--- src/rtl/apb_pkg.sv ---
// Shared types and constants for the APB master arbiter and its round-robin picker.
package apb_pkg;

  localparam int ADDR_W = 8;
  localparam int DATA_W = 32;

  localparam logic [1:0] PORT1 = 2'd0;
  localparam logic [1:0] PORT2 = 2'd1;
  localparam logic [1:0] PORT3 = 2'd2;
  localparam logic [1:0] PORT4 = 2'd3;

  typedef enum logic [1:0] {
    ST_IDLE    = 2'd0,
    ST_ACTIVE  = 2'd1,
    ST_RECOVER = 2'd2
  } state_t;

  typedef struct packed {
    logic              wr;
    logic [1:0]        port;
    logic [ADDR_W-1:0] addr;
    logic [DATA_W-1:0] data;
  } xfer_t;

endpackage

--- src/rtl/rr_arbiter.sv ---
// Combinational round-robin picker: first request at or after the pointer, wrapping.
module rr_arbiter #(
  parameter int NUM_REQ = 4,
  parameter int ID_W    = 2
) (
  input  logic [NUM_REQ-1:0] i_req,
  input  logic [ID_W-1:0]    i_ptr,
  output logic [NUM_REQ-1:0] o_gnt,
  output logic [ID_W-1:0]    o_idx,
  output logic               o_any
);

  localparam int IW = (NUM_REQ > 1) ? $clog2(NUM_REQ) : 1;

  int         w_sum;
  logic [IW-1:0] w_pos;

  always_comb begin
    o_gnt = '0;
    o_idx = '0;
    o_any = 1'b0;
    w_sum = 0;
    w_pos = '0;
    for (int k = 0; k < NUM_REQ; k++) begin
      w_sum = int'(i_ptr) + k;
      if (w_sum >= NUM_REQ) w_sum = w_sum - NUM_REQ;
      w_pos = IW'(w_sum);
      if (!o_any && i_req[w_pos]) begin
        o_any        = 1'b1;
        o_gnt[w_pos] = 1'b1;
        o_idx        = ID_W'(w_pos);
      end
    end
  end

endmodule

--- src/rtl/apb_master_arbiter.sv ---
// Shares one APB slave bridge among NUM_REQ requesters: round-robin grant,
// en/ready sequencing with timeout abort, and a minimum en-low recovery gap.
module apb_master_arbiter
  import apb_pkg::*;
#(
  parameter int NUM_REQ        = 4,
  parameter int ID_W           = 2,
  parameter int TIMEOUT_CYCLES = 16,
  parameter int RECOVER_CYCLES = 1
) (
  input  logic                      clk,
  input  logic                      rst,
  input  logic [NUM_REQ-1:0]        req_valid,
  output logic [NUM_REQ-1:0]        req_ready,
  input  logic [NUM_REQ-1:0]        req_wr,
  input  logic [2*NUM_REQ-1:0]      req_port,
  input  logic [ADDR_W*NUM_REQ-1:0] req_addr,
  input  logic [DATA_W*NUM_REQ-1:0] req_data,
  output logic                      m_en,
  output logic                      m_wr,
  output logic [1:0]                m_sel_port,
  output logic [ADDR_W-1:0]         m_addr,
  output logic [DATA_W-1:0]         m_data,
  input  logic                      m_ready,
  output logic                      done_valid,
  output logic [ID_W-1:0]           done_id,
  output logic                      done_err,
  output logic                      busy
);

  localparam int CNT_MAX = (TIMEOUT_CYCLES > RECOVER_CYCLES) ? TIMEOUT_CYCLES : RECOVER_CYCLES;
  localparam int CNT_W   = $clog2(CNT_MAX + 1);

  state_t           r_state, w_state;
  logic [CNT_W-1:0] r_cnt, w_cnt;
  logic [ID_W-1:0]  r_ptr, w_ptr;
  logic [ID_W-1:0]  r_id, w_id;
  xfer_t            r_xfer, w_xfer;
  logic             r_en, w_en;
  logic             r_dv, w_dv;
  logic [ID_W-1:0]  r_did, w_did;
  logic             r_derr, w_derr;

  logic [NUM_REQ-1:0] w_gnt;
  logic [ID_W-1:0]    w_gidx;
  logic               w_any;
  xfer_t              w_req [NUM_REQ];

  for (genvar gi = 0; gi < NUM_REQ; gi++) begin : g_req
    assign w_req[gi] = {req_wr[gi], req_port[2*gi +: 2],
                        req_addr[ADDR_W*gi +: ADDR_W], req_data[DATA_W*gi +: DATA_W]};
  end

  rr_arbiter #(.NUM_REQ(NUM_REQ), .ID_W(ID_W)) u_arb (
    .i_req (req_valid),
    .i_ptr (r_ptr),
    .o_gnt (w_gnt),
    .o_idx (w_gidx),
    .o_any (w_any)
  );

  always_comb begin
    w_state   = r_state;
    w_cnt     = r_cnt;
    w_ptr     = r_ptr;
    w_id      = r_id;
    w_xfer    = r_xfer;
    w_en      = r_en;
    w_dv      = 1'b0;
    w_did     = r_did;
    w_derr    = r_derr;
    req_ready = '0;
    case (r_state)
      ST_IDLE: begin
        if (w_any) begin
          req_ready = w_gnt;
          w_xfer    = w_req[w_gidx];
          w_en      = 1'b1;
          w_id      = w_gidx;
          w_ptr     = (w_gidx == ID_W'(NUM_REQ-1)) ? '0 : w_gidx + 1'b1;
          w_cnt     = '0;
          w_state   = ST_ACTIVE;
        end
      end
      ST_ACTIVE: begin
        // ready beats timeout when both land on the last allowed cycle
        if (m_ready || (r_cnt == CNT_W'(TIMEOUT_CYCLES-1))) begin
          w_en    = 1'b0;
          w_dv    = 1'b1;
          w_derr  = ~m_ready;
          w_did   = r_id;
          w_cnt   = '0;
          w_state = ST_RECOVER;
        end else begin
          w_cnt = r_cnt + 1'b1;
        end
      end
      ST_RECOVER: begin
        if (r_cnt == CNT_W'(RECOVER_CYCLES-1)) begin
          w_cnt   = '0;
          w_state = ST_IDLE;
        end else begin
          w_cnt = r_cnt + 1'b1;
        end
      end
      default: begin
        w_cnt   = '0;
        w_state = ST_RECOVER;
      end
    endcase
  end

  // Reset lands in RECOVER so a slave stuck mid-transfer can drain first.
  always_ff @(posedge clk) begin
    if (rst) begin
      r_state <= ST_RECOVER;
      r_cnt   <= '0;
      r_ptr   <= '0;
      r_id    <= '0;
      r_xfer  <= '0;
      r_en    <= 1'b0;
      r_dv    <= 1'b0;
      r_did   <= '0;
      r_derr  <= 1'b0;
    end else begin
      r_state <= w_state;
      r_cnt   <= w_cnt;
      r_ptr   <= w_ptr;
      r_id    <= w_id;
      r_xfer  <= w_xfer;
      r_en    <= w_en;
      r_dv    <= w_dv;
      r_did   <= w_did;
      r_derr  <= w_derr;
    end
  end

  assign m_en       = r_en;
  assign m_wr       = r_xfer.wr;
  assign m_sel_port = r_xfer.port;
  assign m_addr     = r_xfer.addr;
  assign m_data     = r_xfer.data;
  assign done_valid = r_dv;
  assign done_id    = r_did;
  assign done_err   = r_derr;
  assign busy       = (r_state != ST_IDLE);

endmodule

--- config.mk ---
export PLATFORM = sky130hd
export DESIGN_NAME = apb_master_arbiter
export DESIGN_NICKNAME = d
export VERILOG_FILES = /design/src/rtl/apb_pkg.sv /design/src/rtl/rr_arbiter.sv /design/src/rtl/apb_master_arbiter.sv
export SDC_FILE = /design/constraint.sdc
export NUM_CORES = 1
export LEC_CHECK = 0
export BUFFER_PORTS_ARGS = -buffer_cell sky130_fd_sc_hd__buf_2
export CORE_AREA = 10 10 102 104
export CTS_CLUSTER_SIZE = 16
export DETAILED_ROUTE_END_ITERATION = 10
export DIE_AREA = 0 0 112 114
export GPL_ROUTABILITY_DRIVEN = 0
export PLACE_DENSITY = 0.9
export SLEW_MARGIN = 20
export SYNTH_ARGS = -nofsm -noshare
export SYNTH_HDL_FRONTEND = slang
export SYNTH_HIERARCHICAL = 1
export SYNTH_SLANG_ARGS = --single-unit
--- constraint.sdc ---
create_clock -name clk -period 3.8 [get_ports clk]
set_input_delay 1.14 -clock clk [delete_from_list [all_inputs] [get_ports clk]]
set_output_delay 1.14 -clock clk [all_outputs]
set_load 0.03 [all_outputs]
# Word level (Yosys, flattened, before mapping)
# Cells that the tools add are included.
[word_totals]
regBits = 59
latch_bits = 0
ramBits = 0
rom_bits = 0
output_inout_bits = 53
wordCells = 117
n_memories = 0
[classes]
addsub = 9
mul = 0
n_div = 0
order_cmp = 13
n_eq_ne = 7
shifts = 0
n_mux = 50
n_bitwise = 6
reduce_logical = 20
[ops]
columns = ["cell", "n"]
rows = [
  ["43-bit binary-select mux with 2-bit select", 1],
  ["43-bit two-way mux", 2],
  ["2-bit two-way mux", 12],
  ["4-bit two-way mux", 6],
  ["1-bit two-way mux", 15],
  ["5-bit two-way mux", 3],
  ["5-bit one-hot mux with 3 select lines", 1],
  ["3-bit >= comparator, second input constant", 4],
  ["2-bit by 3-bit < comparator with 1-bit output, second input constant", 4],
  ["4-bit bitwise OR", 3],
  ["1-bit binary-select mux with 2-bit select", 4],
  ["1-bit demux with 2-bit select", 4],
  ["2-bit by 1-bit >= comparator with 1-bit output, second input constant", 4],
  ["2-bit by 1-bit subtractor with 2-bit output, second input constant", 4],
  ["1-bit logical AND", 7],
  ["2-bit by 2-bit adder with 3-bit output, second input constant", 2],
  ["2-bit one-hot mux with 3 select lines", 1],
  ["3-bit AND reduction", 2],
  ["5-bit by 1-bit adder with 5-bit output, second input constant", 1],
  ["5-bit by 4-bit equality test with 1-bit output, second input constant", 1],
  ["5-bit logical NOT", 1],
  ["2-bit equality test, second input constant", 2],
  ["2-bit inequality test, second input constant", 2],
  ["2-bit AND reduction", 2],
  ["13 further kinds", 17],
]

# Logic depth before layout (Yosys ltp)
# Gate-level depths: netlist (run 1).
[depth]
word_depth = 18
mapped_depth = 13
ltp_nobuf = 10

# Hierarchy
# Netlist (run 1), hierarchy kept.
[modules_own_cells]
columns = ["mod", "instances", "cells_per_inst", "area_per_inst_um2", "seq_area_each_um2"]
rows = [
  ["apb_master_arbiter", 1, 242, 3096.7, 1181.1],
  ["rr_arbiter", 1, 45, 421.7, 0.0],
]

# Worst setup path after synthesis (run 1)
# No wires, ideal clock.
[synth_timing]
path_type = "in2out"
startpoint = "in req_valid[2]"
endpoint = "out req_ready[0]"
arrival_ps = 2572
t_required_ps = 2660
setup_slack_ps = 88
path_stages = 6
path_buffers = 1
cell_sequence = "mux4_2 buf_6 nor4b_4 a22oi_1 o21ai_0 and3_1"
[synth_via]
elab_chain_cells = 14
word_cells_on_any_way = 27
classes_between = "18 x mux; 3 x bitwise; 6 x reduce/logical"
[synth_lines]
columns = ["item", "line", "text"]
rows = [
  ["start, declared", "apb_master_arbiter.sv:13", "input logic [NUM_REQ-1:0] req_valid,"],
  ["1-bit binary-select mux with 2-bit select", "rr_arbiter.sv:28", "if (!o_any && i_req[w_pos]) begin"],
  ["1-bit two-way mux (implied by the code)", "rr_arbiter.sv:28", ""],
  ["1-bit two-way mux", "rr_arbiter.sv:28", ""],
  ["1-bit logical NOT", "rr_arbiter.sv:28", ""],
  ["1-bit logical AND", "rr_arbiter.sv:28", ""],
  ["1-bit two-way mux", "rr_arbiter.sv:28", ""],
  ["1-bit logical NOT", "rr_arbiter.sv:28", ""],
  ["1-bit logical AND", "rr_arbiter.sv:28", ""],
  ["1-bit two-way mux", "rr_arbiter.sv:28", ""],
  ["1-bit logical NOT", "rr_arbiter.sv:28", ""],
  ["1-bit logical AND", "rr_arbiter.sv:28", ""],
  ["4-bit two-way mux (*)", "rr_arbiter.sv:28", ""],
  ["named net w_gnt[0]", "apb_master_arbiter.sv:44", "logic [NUM_REQ-1:0] w_gnt;"],
  ["4-bit two-way mux (*)", "apb_master_arbiter.sv:75", "if (w_any) begin"],
  ["4-bit two-way mux (*)", "apb_master_arbiter.sv:73", "case (r_state)"],
  ["end, declared", "apb_master_arbiter.sv:14", "output logic [NUM_REQ-1:0] req_ready,"],
]
# The timed path passes the listed nets; every way through them passes the cells marked *. The select of a mux whose other input is x is not followed.

# Worst setup path in the final report (run 1)
[layout_timing]
startpoint = "in req_valid[2]"
endpoint = "out req_ready[2]"
# Same word-level chain as after synthesis.

==> results of run 1 <==
cell families after synthesis:
family                     Yosys count  share of synthesized area, %
AOI/OAI and AO/OA                   79                         17.46
adders and majority gates           13                         4.623
buffers and inverters               34                         4.338
DFF                                 59                         33.57
muxes                               53                         32.04
and+or+nand+nor                     49                         7.967
worst paths after layout:
| path | cells after the start | slack (ns) | endpoint |
|---|---|---|---|
| max | 7 | -0.03 | req_ready[2] |
| min | 2 | 0.48 | r_id[0]$_SDFFE_PP0P_ |
| max reg2reg | 8 | 0.84 | m_wr$_SDFFE_PP0P_ |
| min reg2reg | 2 | 0.48 | r_id[0]$_SDFFE_PP0P_ |
layout make-up:
type / count / area (µm²) / share of cell area [%]
sequential: 59 / 1181 / 22.70
tap: 108 / 135.1 / 2.597
multi-input combinational: 194 / 2220 / 42.65
antenna: 1 / 2.502 / 0.04809
clock inverter: 5 / 100.1 / 1.924
clock buffer: 11 / 141.4 / 2.717
timing repair buffer: 250 / 1390 / 26.71
inverter: 9 / 33.78 / 0.6492
cells in the mapped netlist (all sizes together), types with 3 or more instances:
library cell  number  area share (%)
buf               11             1.9
a211oi             4             1.0
nor2b              3            0.53
ha                13             4.6
a21oi              8             1.1
a22oi              8             1.7
mux4              47              30
o31ai              3            0.64
clkbuf            14             1.5
nand3              4            0.57
o21ai              9             1.3
nor3               4            0.57
inv                9            0.96
mux2i              5             1.4
and3               6             1.1
nand2              7            0.75
a22o              44              11
nor2              13             1.4
dfxtp             59              34
nand2b             3            0.53
metrics by stage:
stage | total power, mW | setup WS [ns] | cells | cell area [µm²]
floorplan | 3.150 | 0.08784 | 287 | 3518
CTS | 4.713 | -0.03714 | 636 | 5197
detailed placement | 3.967 | -0.1425 | 619 | 4897
global placement | 3.864 | -0.05725 | 619 | 4897
finish | 4.669 | -0.03327 | 637 | 5204
global route | 4.959 | -0.09504 | 637 | 5204
worst max-delay path: stages:
cell     delay (ns)
buf_8          0.10
mux4_2         0.53
nor4b_4        0.38
a22oi_1        0.13
o21ai_1        0.09
and3_1         0.18
buf_6          0.13
layout by cell type, fill, tap and decap left out, types with 4 or more instances in the layout:
master    instances
buf_2           223
o21ai_0           5
nand3_1           4
mux4_2           46
buf_6             7
o21ai_1           4
dfxtp_1          59
ha_1             13
clkbuf_8         10
nand2_1           7
buf_4            16
a22oi_1           8
inv_1             9
a21oi_1           7
and3_1            5
mux2i_1           5
a22o_1           44
nor2_1           12
report_power, final:
group / internal, mW / switching (mW) / total (mW)
combinational: 1.50 / 1.55 / 3.05
sequential: 0.820 / 0.103 / 0.922
clock: 0.452 / 0.246 / 0.698
sequential cells by signal (all words and copies together) (netlist names):
| name | flops |
|---|---|
| m_data | 32 |
| m_sel_port | 2 |
| r_id | 2 |
| m_wr | 1 |
| r_ptr | 2 |
| done_err | 1 |
| r_cnt | 5 |
| r_state | 2 |
| done_valid | 1 |
| done_id | 2 |
| m_en | 1 |
| m_addr | 8 |
repair_timing:
| action | 4_1_cts | 5_1_grt |
|---|---|---|
| gates resized for setup | 21 | 2 |
| setup endpoints to repair | 4 | 4 |
| cloned | 0 | 0 |
| setup buffers | 1 | 0 |
| pin swaps | 7 | 1 |
| hold buffers | 0 | 0 |
metal layers:
layer | vias to the layer above | GRT usage, % | wire length [µm]
li1 | 1634 | - | -
met1 | 1754 | 20.56 | 4800
met2 | 169 | 35.28 | 6981
met3 | 16 | 5.827 | 1236
met4 | 0 | 7.022 | 247
met5 | - | 0 | 0
==> flow_metrics.env, run 1 <==
export IMPL_drtIter0Drc=327
export IMPL_wire_per_inst_um=20.82
export IMPL_period_share_pct=100.9
export IMPL_cp_required_ns=2.66
export IMPL_dieWidth_um=112
export IMPL_tns_ns=-0.06896
export IMPL_dieHeight_um=114
export IMPL_antenna_found_initial=1
export IMPL_ir_drop_mv=0.5302
export IMPL_worst_setup_path_end_kind="output port"
export IMPL_arrival_ns=2.69
export IMPL_grt_pass1_vias=3890
export IMPL_hold_ws_ns=0.4754
export IMPL_rsz0062_at_grt="true"
export IMPL_reg2reg_from="r_ptr[0]$_SDFFE_PP0P_"
export IMPL_final_net_count=715
export IMPL_cts_tree="yes"
export IMPL_grt_remaining_overflow=0
export IMPL_grt_start_max_net_pins=26
export IMPL_hold_start="r_id[0]$_SDFFE_PP0P_"
export IMPL_min_path_type="register to register"
export IMPL_synth_seq_cells=59
export IMPL_finalWirelength_um=13270
export IMPL_hold_viol_final=0
export IMPL_ios=232
export IMPL_violations="negative setup slack"
export IMPL_viasPerCell=5.609
export IMPL_async_reset_ff_share_pct=0
export IMPL_utilization_pct=61.47
export IMPL_ys_types=38
export IMPL_syn_nets=479
export IMPL_fmax_mhz=260.9
export IMPL_drc=0
export IMPL_cts_htree_levels=3
export IMPL_min_period_ns=3.833
export IMPL_grt_pass1_wl_um=20110
export IMPL_syn_to_final_growth_pct=47.90
export IMPL_relSlewSlack_pct=67.29
export IMPL_numCtsBuffers=9
export IMPL_first_pass_iters=4
export IMPL_skew_ns=0.007308
export IMPL_status="finished with violations"
export IMPL_slew_viol_final=0
export IMPL_finalWorstSetupSlack_ns=-0.03327
export IMPL_cts_num_sinks=59
export IMPL_synthesis_area_um2=3518
export IMPL_synth_edf_count=0
export IMPL_critPathLaunch="req_valid[2]"
export IMPL_clockBufferDepth=2
export IMPL_fillers=698
export IMPL_worst_pin_slew_ns=0.4855
export IMPL_clkSlewWorstSetupHoldPaths_ns=0.06
export IMPL_coreArea_um2=8466
export IMPL_synth_area_per_cell_um2=12.26
export IMPL_power_density_nw_per_um2=897.2
export IMPL_cellLeakagePower_nw=2.460
export IMPL_grtUsageTotal_pct=19.29
export IMPL_dp_hpwl_um=11130
export IMPL_initial_core_util_pct=41.56
export IMPL_ys_flop_type="dfxtp_1"
export IMPL_crit_path_start_kind="input port"
export IMPL_synthCells=287
export IMPL_num_rows=34
export IMPL_detail_route_antenna_nets=0
export IMPL_worstPathMaxFanout=5
export IMPL_clockRootBuffer="clkbuf_8"
export IMPL_yosysWarnings=6
export IMPL_max_cap_violations=0
export IMPL_setup_viol=3
export IMPL_layout_drive_gt1_share_pct=61.17
export IMPL_ys_seq_area_share_pct=33.57
export IMPL_vias=3573
export IMPL_path_class="input port to output port"
export IMPL_clkLatencyLatePin_ns=0.33
export IMPL_die_area_um2=12770
export IMPL_portBuffers=231
No activity file was read; power rests on OpenSTA's default activity.
==> run 2, diff against run 1 <==
- CORE_AREA: 10 10 102 104 -> 10 10 128 84
- DIE_AREA: 0 0 112 114 -> 0 0 138 94
==> flow_metrics.env, run 2 (synthesis gave the netlist of run 1 again) <==
export IMPL_tns_ns=-0.4559
export IMPL_final_net_count=709
export IMPL_slew_viol_final=0
export IMPL_register_area_um2=1182
export IMPL_initial_core_util_pct=42.25
export IMPL_grt_start_max_net_pins=47
export IMPL_worst_pin_slew_ns=0.9911
export IMPL_seqPwrFrac_pct=19.5
export IMPL_drtIter0Drc=200
export IMPL_place_inst=616
export IMPL_min_period_ns=3.931
export IMPL_min_path_type="register to register"
export IMPL_finalWorstSetupSlack_ns=-0.1312
export IMPL_vias=3556
export IMPL_syn_to_final_growth_pct=49.54
export IMPL_final_common_cell="buf_2"
export IMPL_multi_input_area_um2=2226
export IMPL_period_share_pct=103.5
export IMPL_die_area_um2=12970
export IMPL_detail_route_antenna_nets=0
export IMPL_min_to="r_id[0]$_SDFFE_PP0P_"
export IMPL_hold_viol_final=0
export IMPL_r2r_end="m_data[6]$_SDFFE_PP0P_"
export IMPL_postCtsHoldBufs=0
export IMPL_path_class="input port to output port"
export IMPL_clockBufferDepth=2
export IMPL_rsz0062_at_grt="true"
export IMPL_dpl_cell_area_um2=4850
export IMPL_cts_num_sinks=59
export IMPL_worstRegToRegCells=11
export IMPL_r2r_slack_ns=0.52
export IMPL_utilization_pct=63.18
export IMPL_reg2reg_from="r_ptr[0]$_SDFFE_PP0P_"
export IMPL_grt_remaining_overflow=0
export IMPL_p_sw_share_pct=40.33
export IMPL_crit_slowest_cell="mux4_2"
export IMPL_clockRootBuffer="clkbuf_16"
export IMPL_worst_setup_path_end_kind="output port"
export IMPL_relSlewSlack_pct=33.77
export IMPL_arrival_ns=2.79
export IMPL_layout_drive_gt1_share_pct=61.11
export IMPL_power_switching_mw=1.946
export IMPL_coreArea_um2=8328
export IMPL_ir_drop_mv=0.5323
export IMPL_portBuffers=231
export IMPL_min_path_cells=2
export IMPL_crit_chain="buf_8, mux4_2, nor4b_4, a22oi_1, o21ai_1, and3_1, buf_6"
export IMPL_dp_hpwl_um=11110
export IMPL_p_comb_share_pct=62.4
export IMPL_max_cap_violations=0
export IMPL_crit_path_start_kind="input port"
export IMPL_ios=232
export IMPL_crit_family="simple AND/OR/NAND/NOR gates"
export IMPL_cp_required_ns=2.66
export IMPL_grt_pass1_vias=3880
export IMPL_cts_tree="yes"
export IMPL_num_rows=26
export IMPL_largest_register_ffs=32
export IMPL_grtUsageTotal_pct=19.80
export IMPL_viasPerCell=5.600
export IMPL_p_clk_share_pct=18.1
export IMPL_drc=0
export IMPL_wire_per_inst_um=21.91
export IMPL_antenna_found_initial=1
export IMPL_dieWidth_um=138
export IMPL_grt_pass1_wl_um=21110
export IMPL_violations="negative setup slack"
export IMPL_fmax_mhz=254.4
export IMPL_cts_htree_levels=3
export IMPL_status="finished with violations"
export IMPL_fillers=694
export IMPL_crit_buf_inv=2
export IMPL_setup_viol=4
export IMPL_numCtsBuffers=9
export IMPL_cellLeakagePower_nw=2.475
export IMPL_hold_start="r_id[0]$_SDFFE_PP0P_"
export IMPL_worstPathMaxFanout=5
export IMPL_first_pass_iters=4
export IMPL_finalNonFillerCells=635
export IMPL_finalWirelength_um=13910
export IMPL_intPower_mw=2.880
export IMPL_skew_ns=0.004238
export IMPL_critPathMaxStageDelay_ns=0.52
export IMPL_dieHeight_um=94
export IMPL_layout_common_cells="buf_2 (223), dfxtp_1 (58), mux4_2 (46)"
export IMPL_power_density_nw_per_um2=917.3
export IMPL_clkSlewWorstSetupHoldPaths_ns=0.05
export IMPL_clkLatencyLatePin_ns=0.31
export IMPL_stdcell_area_um2=5261
-- run 2: worst max-delay path by stage --
stage,start,endpoint,slack [ns],depth (start not counted)
after CTS,req_valid[1],req_ready[0],-0.08,7
after global routing,req_valid[3],req_ready[3],-0.18,7
after detailed placement,req_valid[0],req_ready[0],-0.21,7
after global placement,req_valid[0],req_ready[1],-0.06,7
final,req_valid[3],req_ready[3],-0.13,7
after floorplan,req_valid[2],req_ready[0],0.09,6
-- run 2: per-layer routing --
metal | wire length, µm | global-route usage [%] | vias up
met1 | 5081 | 21.13 | 1734
met2 | 7268 | 35.84 | 176
met4 | 197 | 3.759 | 2
met3 | 1354 | 9.040 | 22
li1 | - | - | 1622
met5 | 13 | 0 | -
-- run 2: power groups by stage --
stage,sequential [mW],clock [mW],combinational [mW]
after floorplan,1.29,0,1.86
after global placement,0.933,0,2.86
after detailed placement,0.941,0,2.97
after CTS,0.937,0.887,3.01
after global routing,0.966,0.921,3.21
final,0.941,0.874,3.01
-- run 2: cell type report --
class                      count  share of cell area [%]
multi-input combinational    194                   42.31
timing repair buffer         244                   25.64
sequential                    59                   22.47
clock buffer                  11                   4.804
tap                          112                   2.663
clock inverter                 5                   1.427
inverter                       9                  0.6421
antenna                        1                 0.04756
-- run 2: worst reg2reg max path: cells and delay by family (launching register included) --
| family | cells | cell delay (ns) |
|---|---|---|
| compound gates | 1 | 0.28 |
| fa+ha+maj | 1 | 0.39 |
| buf+inv | 4 | 0.56 |
| flops | 1 | 0.43 |
| mux | 1 | 0.30 |
| simple gates | 4 | 1.26 |
-- run 2: stage by stage --
step                      hold slack (ns)  setup slack, ns  power [mW]
after floorplan                    0.4357          0.08784       3.150
after global placement             0.4455         -0.06454       3.793
after detailed placement           0.4513          -0.2076       3.910
after CTS                          0.4628         -0.08109       4.835
after global routing               0.4834          -0.1835       5.100
final                              0.4613          -0.1312       4.826
-- run 2: repair_timing --
action | 4_1_cts | 5_1_grt
gates resized for setup | 23 | 3
setup endpoints to repair | 4 | 4
pin swaps | 6 | 4
buffers inserted | 1 | 1
==> run 3, diff against run 2 <==
- CORE_AREA: 10 10 128 84 -> 10 10 134 87
- DIE_AREA: 0 0 138 94 -> 0 0 144 97
- PLACE_DENSITY: 0.9 -> 0.87
- clock period: 3.8 -> 3.6 ns (I/O delays scaled with it)
==> flow_metrics.env, run 3 (synthesis gave the netlist of run 1 again) <==
export IMPL_grt_start_max_net_pins=32
export IMPL_min_path_cells=2
export IMPL_worstPathMaxFanout=5
export IMPL_drtIter0Drc=193
export IMPL_min_path_type="register to register"
export IMPL_hold_viol_final=0
export IMPL_first_pass_iters=4
export IMPL_clockRootBuffer="clkbuf_16"
export IMPL_dpl_cell_area_um2=4917
export IMPL_dieHeight_um=97
export IMPL_violations="negative setup slack"
export IMPL_min_period_ns=3.776
export IMPL_viasPerCell=5.567
export IMPL_cts_num_sinks=59
export IMPL_grtUsageTotal_pct=19.40
export IMPL_finalWirelength_um=13900
export IMPL_period_share_pct=104.9
export IMPL_path_class="input port to output port"
export IMPL_dieWidth_um=144
export IMPL_crit_buf_inv=2
export IMPL_cts_htree_levels=3
export IMPL_max_cap_violations=0
export IMPL_dp_hpwl_um=11290
export IMPL_layout_drive_gt1_share_pct=61.17
export IMPL_coreArea_um2=9087
export IMPL_final_common_cell="buf_2"
export IMPL_cellLeakagePower_nw=2.490
export IMPL_grt_pass1_vias=4047
export IMPL_relSlewSlack_pct=64.45
export IMPL_antenna_found_initial=2
export IMPL_power_density_nw_per_um2=961.5
export IMPL_clkSlewWorstSetupHoldPaths_ns=0.05
export IMPL_numCtsBuffers=9
export IMPL_crit_path_start_kind="input port"
export IMPL_critPathMaxStageDelay_ns=0.53
export IMPL_setup_viol=4
export IMPL_detail_route_antenna_nets=0
export IMPL_fmax_mhz=264.8
export IMPL_finalWorstSetupSlack_ns=-0.1762
export IMPL_clkLatencyLatePin_ns=0.33
export IMPL_ios=232
export IMPL_ir_drop_mv=0.4104
export IMPL_cts_tree="yes"
export IMPL_grt_remaining_overflow=0
export IMPL_skew_ns=0.006564
export IMPL_slew_viol_final=0
export IMPL_syn_to_final_growth_pct=50.39
export IMPL_initial_core_util_pct=38.72
export IMPL_worstRegToRegCells=10
export IMPL_fillers=755
export IMPL_cp_required_ns=2.52
export IMPL_arrival_ns=2.70
export IMPL_layout_common_cells="buf_2 (223), dfxtp_1 (59), mux4_2 (46)"
export IMPL_wire_per_inst_um=21.52
export IMPL_final_net_count=716
export IMPL_crit_chain="buf_8, mux4_2, nor4b_4, a22oi_1, o21ai_1, and3_1, buf_6"
export IMPL_tns_ns=-0.6778
export IMPL_num_rows=27
export IMPL_largest_register_ffs=32
export IMPL_clockBufferDepth=2
export IMPL_grt_pass1_wl_um=21470
export IMPL_vias=3596
export IMPL_worst_pin_slew_ns=0.5332
export IMPL_stdcell_area_um2=5291
export IMPL_rsz0062_at_grt="true"
export IMPL_worst_path_stages=7
export IMPL_portBuffers=231
export IMPL_crit_slowest_cell="mux4_2"
export IMPL_crit_family="simple AND/OR/NAND/NOR gates"
export IMPL_die_area_um2=13970
export IMPL_drc=0
export IMPL_worst_setup_path_end_kind="output port"
export IMPL_status="finished with violations"
## run 3: area by class of cell
cell class | count | area (µm²) | share of cell area [%]
inverters | 9 | 33.78 | 0.6384
well taps | 116 | 145.1 | 2.743
multi-input cells | 194 | 2220 | 41.95
repair buffers | 251 | 1426 | 26.96
diodes | 2 | 5.005 | 0.09459
clock inverters | 2 | 10.01 | 0.1892
clock buffers | 13 | 270.3 | 5.108
flip-flops and latches | 59 | 1181 | 22.32
## run 3: metrics by stage
step	cells	hold WS (ns)	utilization, %	setup WS (ns)	total power, mW
floorplan	287	0.4357	-	0.007843	3.325
global placement	625	0.4499	54.11	-0.1647	4.113
detailed placement	625	0.4584	54.11	-0.2950	4.258
CTS	643	0.4653	58.05	-0.1565	5.127
global route	645	0.4915	58.20	-0.2501	5.403
finish	646	0.4659	58.23	-0.1762	5.087
## run 3: layer usage
layer	part of all wire, %	vias to the layer above	global-route usage, %
li1	-	1633	-
met1	36	1739	19.51
met2	51	191	33.87
met3	11	33	9.649
met4	2.5	0	6.672
met5	0	-	0
## run 3: worst paths after layout
check        slack, ns                     end             startpoint
max              -0.18            req_ready[3]           req_valid[2]
min               0.47    r_id[0]$_SDFFE_PP0P_   r_id[0]$_SDFFE_PP0P_
max reg2reg       0.57  m_data[1]$_SDFFE_PP0P_  r_ptr[1]$_SDFFE_PP0P_
min reg2reg       0.47    r_id[0]$_SDFFE_PP0P_   r_id[0]$_SDFFE_PP0P_
## run 3: worst register-to-register path: stages (launching register included)
cell and delay (ns):
dfxtp_1 0.32, inv_1 0.09, ha_1 0.38, mux4_2 0.39, nor4b_4 0.41, buf_4 0.18
nor2_1 0.04, a32o_2 0.37, buf_12 0.22, mux4_2 0.29, a22o_1 0.24
## run 3: what timing repair did
action,in CTS,in global routing
buffers inserted,3,1
endpoints found under the setup margin,4,4
pin swaps,4,3
hold buffers,0,0
resized for setup,21,2
## run 3: power by group
group / leakage (nW) / total (mW) / internal (mW) / switching (mW)
logic: 1.87 / 3.31 / 1.62 / 1.69
clock network: 0.141 / 0.799 / 0.515 / 0.284
registers: 0.482 / 0.980 / 0.867 / 0.113
